## config.mk

```make
export PLATFORM = sky130hd
export DESIGN_NAME = ex_mem_stage
export DESIGN_NICKNAME = d
export VERILOG_FILES = /design/src/rtl/ex_mem_stage.sv
export SDC_FILE = /design/constraint.sdc
export NUM_CORES = 1
export LEC_CHECK = 0
export ABC_AREA = 1
export ABC_CLOCK_PERIOD_IN_PS = 13700
export CAP_MARGIN = 10
export CORE_MARGIN = 8
export CORE_UTILIZATION = 50
export DETAILED_ROUTE_END_ITERATION = 8
export PLACE_DENSITY = 0.87
export SETUP_SLACK_MARGIN = 0.02
export SLEW_MARGIN = 15
export SYNTH_ARGS = -nofsm -noshare
export SYNTH_HDL_FRONTEND = slang
export SYNTH_SLANG_ARGS = --single-unit
```

## constraint.sdc

```tcl
create_clock -name clk -period 13.7 [get_ports clk]
set_clock_uncertainty 0.2 [all_clocks]
set_input_delay 2.74 -clock clk [delete_from_list [all_inputs] [get_ports clk]]
set_output_delay 2.74 -clock clk [all_outputs]
set_load 0.02 [all_outputs]
```

## src/rtl/ex_mem_stage.sv

```systemverilog
// EX->MEM pipeline boundary: captures ALU result/flags with control bits, resolves branches,
// and feeds MEM through a 2-entry skid buffer. Optional perf counters: define EX_MEM_PERF_CNT_EN.
module ex_mem_stage #(
  parameter int DW  = 32,
  parameter int RAW = 5
) (
  input  logic           clk,
  input  logic           rst,
  input  logic           flush,
  input  logic           in_valid,
  output logic           in_ready,
  input  logic [DW-1:0]  in_result,
  input  logic           in_zero,
  input  logic           in_lt,
  input  logic           in_gt,
  input  logic [2:0]     in_br_type,
  input  logic [DW-1:0]  in_br_target,
  input  logic [DW-1:0]  in_store_data,
  input  logic [RAW-1:0] in_rd,
  input  logic [2:0]     in_ctl,
  output logic           out_valid,
  input  logic           out_ready,
  output logic [DW-1:0]  out_result,
  output logic [DW-1:0]  out_store_data,
  output logic [DW-1:0]  out_br_target,
  output logic [RAW-1:0] out_rd,
  output logic [2:0]     out_ctl,
`ifdef EX_MEM_PERF_CNT_EN
  output logic [31:0]    perf_br_taken,
  output logic [31:0]    perf_stall,
`endif
  output logic           out_br_taken
);

  localparam logic [2:0] BR_NONE = 3'b000;
  localparam logic [2:0] BR_BEQ  = 3'b001;
  localparam logic [2:0] BR_BNE  = 3'b010;
  localparam logic [2:0] BR_BLT  = 3'b011;
  localparam logic [2:0] BR_BGT  = 3'b100;
  localparam logic [2:0] BR_BGE  = 3'b101;

  typedef struct packed {
    logic [DW-1:0]  result;
    logic [DW-1:0]  store_data;
    logic [DW-1:0]  br_target;
    logic [RAW-1:0] rd;
    logic [2:0]     ctl;
    logic           br_taken;
  } ent_t;

  typedef enum logic [1:0] {EMPTY = 2'd0, ONE = 2'd1, FULL = 2'd2} state_t;

  state_t state, state_nxt;
  ent_t   head, skid, in_ent;
  logic   vld_q, rdy_q;
  logic   acc, deq;
  logic   head_ld, head_from_skid, skid_ld;
  logic   br_dec;

  // Zero dominates: an equal compare is never treated as LT or GT.
  always_comb begin
    br_dec = 1'b0;
    case (in_br_type)
      BR_BEQ:  br_dec = in_zero;
      BR_BNE:  br_dec = ~in_zero;
      BR_BLT:  br_dec = in_lt & ~in_zero;
      BR_BGT:  br_dec = in_gt & ~in_zero;
      BR_BGE:  br_dec = in_gt | in_zero;
      BR_NONE: br_dec = 1'b0;
      default: br_dec = 1'b0;
    endcase
  end

  always_comb begin
    in_ent.result     = in_result;
    in_ent.store_data = in_store_data;
    in_ent.br_target  = in_br_target;
    in_ent.rd         = in_rd;
    in_ent.ctl        = in_ctl;
    in_ent.br_taken   = br_dec;
  end

  assign acc = in_valid & rdy_q;
  assign deq = vld_q & out_ready;

  always_ff @(posedge clk or posedge rst) begin
    if (rst) state <= EMPTY;
    else     state <= state_nxt;
  end

  always_comb begin
    state_nxt      = state;
    head_ld        = 1'b0;
    head_from_skid = 1'b0;
    skid_ld        = 1'b0;
    if (flush) begin
      state_nxt = EMPTY;
    end else begin
      case (state)
        EMPTY: if (acc) begin
          state_nxt = ONE;
          head_ld   = 1'b1;
        end
        ONE: begin
          if (acc && deq) begin
            head_ld = 1'b1;
          end else if (acc) begin
            state_nxt = FULL;
            skid_ld   = 1'b1;
          end else if (deq) begin
            state_nxt = EMPTY;
          end
        end
        FULL: if (deq) begin
          state_nxt      = ONE;
          head_ld        = 1'b1;
          head_from_skid = 1'b1;
        end
        default: state_nxt = EMPTY;
      endcase
    end
  end

  // Handshake outputs come straight from flops so in_ready never depends on out_ready.
  always_ff @(posedge clk or posedge rst) begin
    if (rst) begin
      vld_q <= 1'b0;
      rdy_q <= 1'b1;
    end else begin
      vld_q <= (state_nxt != EMPTY);
      rdy_q <= (state_nxt != FULL);
    end
  end

  always_ff @(posedge clk or posedge rst) begin
    if (rst) begin
      head <= '0;
      skid <= '0;
    end else begin
      if (head_ld) head <= head_from_skid ? skid : in_ent;
      if (skid_ld) skid <= in_ent;
    end
  end

  assign in_ready       = rdy_q;
  assign out_valid      = vld_q;
  assign out_result     = head.result;
  assign out_store_data = head.store_data;
  assign out_br_target  = head.br_target;
  assign out_rd         = head.rd;
  assign out_ctl        = head.ctl;
  assign out_br_taken   = head.br_taken;

`ifdef EX_MEM_PERF_CNT_EN
  // Counters survive flush; only reset clears them. Both wrap naturally.
  always_ff @(posedge clk or posedge rst) begin
    if (rst) begin
      perf_br_taken <= '0;
      perf_stall    <= '0;
    end else begin
      if (deq && head.br_taken) perf_br_taken <= perf_br_taken + 32'd1;
      if (vld_q && !out_ready)  perf_stall    <= perf_stall + 32'd1;
    end
  end
`endif

endmodule

```

Word-level counts from Yosys, hierarchy flattened
Index checks and enable logic that the tools add are counted.
- register bits after elaboration: 214
- latch bits: 0
- bits in writable memories: 0
- ROM bits: 0
- word-level logic and storage cells: 51
- memories kept: 0
- add/sub/neg operators: 0
- $mul: 0
- divide/modulo/power cells: 0
- $lt $le $gt $ge: 0
- equality and inequality tests: 8
- shift operators: 0
- muxes and demuxes: 19
- bitwise gates (word level): 6
- reduce and logical (&&, ||, !) cells: 3
- operators by type and width (operator ; count):
    $mux W105 ; 1
    $mux W2 ; 6
    $mux W1 ; 9
    $eq A3 B2 Y1 const B ; 2
    $eq A3 B3 Y1 const B ; 2
    $pmux W2 S3 ; 1
    $pmux W1 S5 ; 1
    $and A1 B1 Y1 ; 4
    $eq A3 B1 Y1 const B ; 1
    $pmux W1 S3 ; 1
    $eq A2 B1 Y1 const B ; 1
    $eq A2 B2 Y1 const B ; 1
    $logic_not A2 Y1 ; 1
    $ne A2 B2 Y1 const B ; 1
    $reduce_bool A2 Y1 ; 1
    $logic_and A1 B1 Y1 ; 1
    $not A1 Y1 ; 1
    $or A1 B1 Y1 ; 1

Depth between registers and ports, before layout
- word-level depth: 7
- mapped depth: 10

Least setup slack after synthesis
Ideal clock, no wire load.
- path type: input -> register
- start point: input port out_ready
- end point: register head (netlist bit out_br_target[31])
- library setup time: 117 ps
- arrival: 3584 ps
- required time: 13383 ps
- slack: 9798 ps
- stages: 8
- path buffers: 2
- path through: nand2_1 -> inv_2 -> nand3_1 -> buf_2 -> clkbuf_1 -> o21ai_0 -> nand2_1 -> nand2_1
- cells in the longest elaborated chain, start to end: 5
- elaborated cells on any way between the ends: 9
- those cells by class: 7 x mux; 1 x bitwise; 1 x reduce/logical
- RTL lines (item ; RTL line ; RTL):
    from (decl) ; 22 ; input logic out_ready,
    $and A1 B1 Y1 (*) ; 84 ; assign deq = vld_q & out_ready;
    $logic_and A1 B1 Y1 / $mux W1 (equally long branches) ; 105, 114 ;
    $mux W1 (on tied branches) ; 105, 99 ;
    $pmux W1 S3 / $mux W1 (equally long branches) ; 99, 96 ;
    $mux W1 / $mux W105 (equally long branches) ; 96, 140 ;
    to (signal assigned) ; 140 ; if (head_ld) head <= head_from_skid ? skid : in_ent;
    to (decl) ; 54 ; ent_t head, skid, in_ent;
Mark *: on every way between the ends. The rest lies on a longest branch, timed or not.
A chain may end at the register's enable or synchronous reset.

Worst setup path after layout
- start point: input port out_ready
- end point: register head (netlist bit out_store_data[4])
Same word-level chain as after synthesis.

==> flow_summary.toml <==
[power_and_ir_drop]
p_int_uw = 1550
clkPwrFrac = 0.265
switchingPower_uw = 738
ir_drop_v = 0.000128
combPwrFrac = 0.304
power_density_mw_per_mm2 = 186
seqPwrFrac = 0.431
switching_share = 0.323
leakage_uw = 0.00611

[timing]
worst_pin_slew_ns = 1.19
maxSlewViolCount = 0
finalCritPeriodShare = 0.387
timing.slew.headroom = 0.208
setup_viol = 0
fin_tns_setup_ns = 0
timing.fmax_mhz = 189
rsz0062_at_grt = "false"
finalHoldViolations = 0
period_minus_slack_ns = 5.30

[yosys]
syn_inst = 1158
syn-num-nets = 1273
ys_seq_elements = 214
ys_top_cells_by_area = "dfrtp_1 58%, nand2_1 22%, o21ai_0 11%"
synth.most_common_cell = "nand2_1"
synth_commonest_cells = "534 x nand2_1, 213 x dfrtp_1, 210 x o21ai_0"
ys.flop_type = "dfrtp_1"
synth_edf_count = 0
synth_top_area_share = 0.577
synth_area_mm2 = 0.00924
synth.largest_area_cell = "dfrtp_1"
ys_seq_area_frac = 0.579
async_reset_ff_frac = 1.00
yosysWarningCount = 0
syn_avg_cell_area_um2 = 7.98
yosysUniqueCellTypes = 15

[clock_network]
cts_setup_buffers = 0
hold_buffers = 0
clk_latency_ns = 0.50
cts_made_buffers = 23
postCtsResizedCells = 0
clockBufferDepth = 3
cts_sinks = 214
clkSlewWorstSetupHoldPaths_ns = 0.06
htree_levels = 1
cts-root-buf = "clkbuf_16"
cts_tree = "done"

[drt]
drt_iter0_drc = 530
routed_wl_mm = 23.7
vias_per_cell = 5.05
drtAntennaViolNets = 0
drt_pass1_iterations = 5
wl_per_cell_um = 14.9
vias = 8015
route.detailed.drc = 0

[critical_path]
critPathTopFamily = "buffers and inverters"
path_buf_inv = 3
arrival_ns = 5.48
cp-end-kind = "flip-flop"
worst_ep_required_time_ns = 13.88
worstSetupPathType = "input port to flip-flop"
start_kind = "input port"
max_stage_delay_ns = 0.94
path_cells = "clkdlybuf4s50_1 -> nand2_1 -> inv_2 -> nand3_4 -> buf_4 -> o21ai_0 -> nand2_1 -> nand2_1"
cp_slowest_cell = "buf_4"
cpMostUsedCell = "nand2_1"
reg2reg_slack_ns = 10.69
cp_max_fo = 127

[floorplan]
design.core.area_mm2 = 0.0180
io_pins = 222
fp.dieArea_mm2 = 0.0231
chipHeight_um = 152
die_x_um = 152
initial_core_util = 0.513
rows = 49

[outcome]
run_status = "finished clean"

[global_routing]
grt_pass1_vias = 7838
grt_pass1_wl_mm = 38.9
antenna_found_initial = 1
overflow = 0
grt_start_max_net_pins = 146
grt_usage = 0.197

[place]
gp_congestion = 0.828
io_buffer_count = 221
dp_hpwl_mm = 15.0

[worst_hold_path]
hp-class = "flip-flop to flip-flop"

[final_layout]
fill_cells = 1421
layout-drive-gt1-share = 0.0346
layout.nets = 1458
utilization = 0.681
area_growth_pct = 32.7

[run]
drv_cap = 0
[worst reg2reg max path: cells and delay by family (launching register included)]
family | cells | cell delay [ns]
DFF | 1 | 0.54
AOI/OAI and AO/OA | 1 | 0.28
buffers and inverters | 2 | 1.54
and+or+nand+nor | 2 | 0.28
[stage by stage]
stage	setup slack, ns	total power [uW]	hold WS [ns]	instance area, um^2	instances
after global placement	8.01	1650	0.262	11500	1546
after floorplan	4.91	1360	0.301	9240	1158
after global routing	8.15	2420	0.301	12300	1588
after detailed placement	7.93	1690	0.264	11500	1546
after CTS	8.45	2300	0.280	12200	1586
final	8.40	2280	0.277	12300	1588
[final timing paths]
check,startpoint,to,depth (start not counted)
worst max-delay path,out_ready,out_store_data[4],8
max in group asynchronous,rst,out_valid,3
worst max register to register,in_ready,skid[42],5
min in group asynchronous,rst,skid[82],2
worst min-delay path,out_br_target[12],out_br_target[12],2
worst min register to register,out_br_target[12],out_br_target[12],2
[state kept, by name (all words and copies together), names as in the netlist]
name / cells
in_ready: 1
out_br_taken: 1
out_br_target: 32
out_ctl: 3
out_rd: 5
out_result: 32
out_store_data: 32
out_valid: 1
skid: 105
state: 2
[cell type report]
class,instances,area (um^2),area share
clock buffers,36,684,0.0558
flip-flops and latches,214,5360,0.437
repair buffers,228,2280,0.186
well taps,229,287,0.0234
multi-input cells,762,3170,0.258
inverters,114,437,0.0356
clock inverters,4,50.0,0.00408
diodes,1,2.50,0.000204
[cells in the final DEF (no fill, tap or decap), types with 2 or more instances in the layout]
master,netlist,routed
dfrtp_1,213,213
clkbuf_8,0,6
o21ai_0,210,210
nand3_1,6,5
nand2_1,534,534
a31oi_1,2,2
inv_1,112,111
a21oi_1,2,2
clkbuf_1,22,7
buf_4,2,6
nor2_1,6,5
clkbuf_16,0,23
clkinvlp_4,0,2
clkinv_2,0,2
clkdlybuf4s50_1,0,221
[power groups by stage]
stage	combinational, uW	sequential [uW]	clock, uW
floorplan	263	1090	0
global placement	672	983	0
detailed placement	695	992	0
CTS	701	985	614
global route	772	1010	638
finish	696	985	604
[kinds of logic (layout without fill, tap and decap cells)]
group	after synthesis	in the layout	synth area share
AO/OA/AOI/OAI	214	214	0.116
buffers and inverters	182	382	0.0807
AND/OR/NAND/NOR	548	548	0.224
flip-flops	214	214	0.579
other	0	1	0
[per-layer routing]
layer  track usage  part of all wire
met1         0.255              0.42
met2         0.321              0.47
met3        0.0505             0.081
met4        0.0575             0.022
met5             0                 0
No activity file was read; power rests on OpenSTA's default activity.
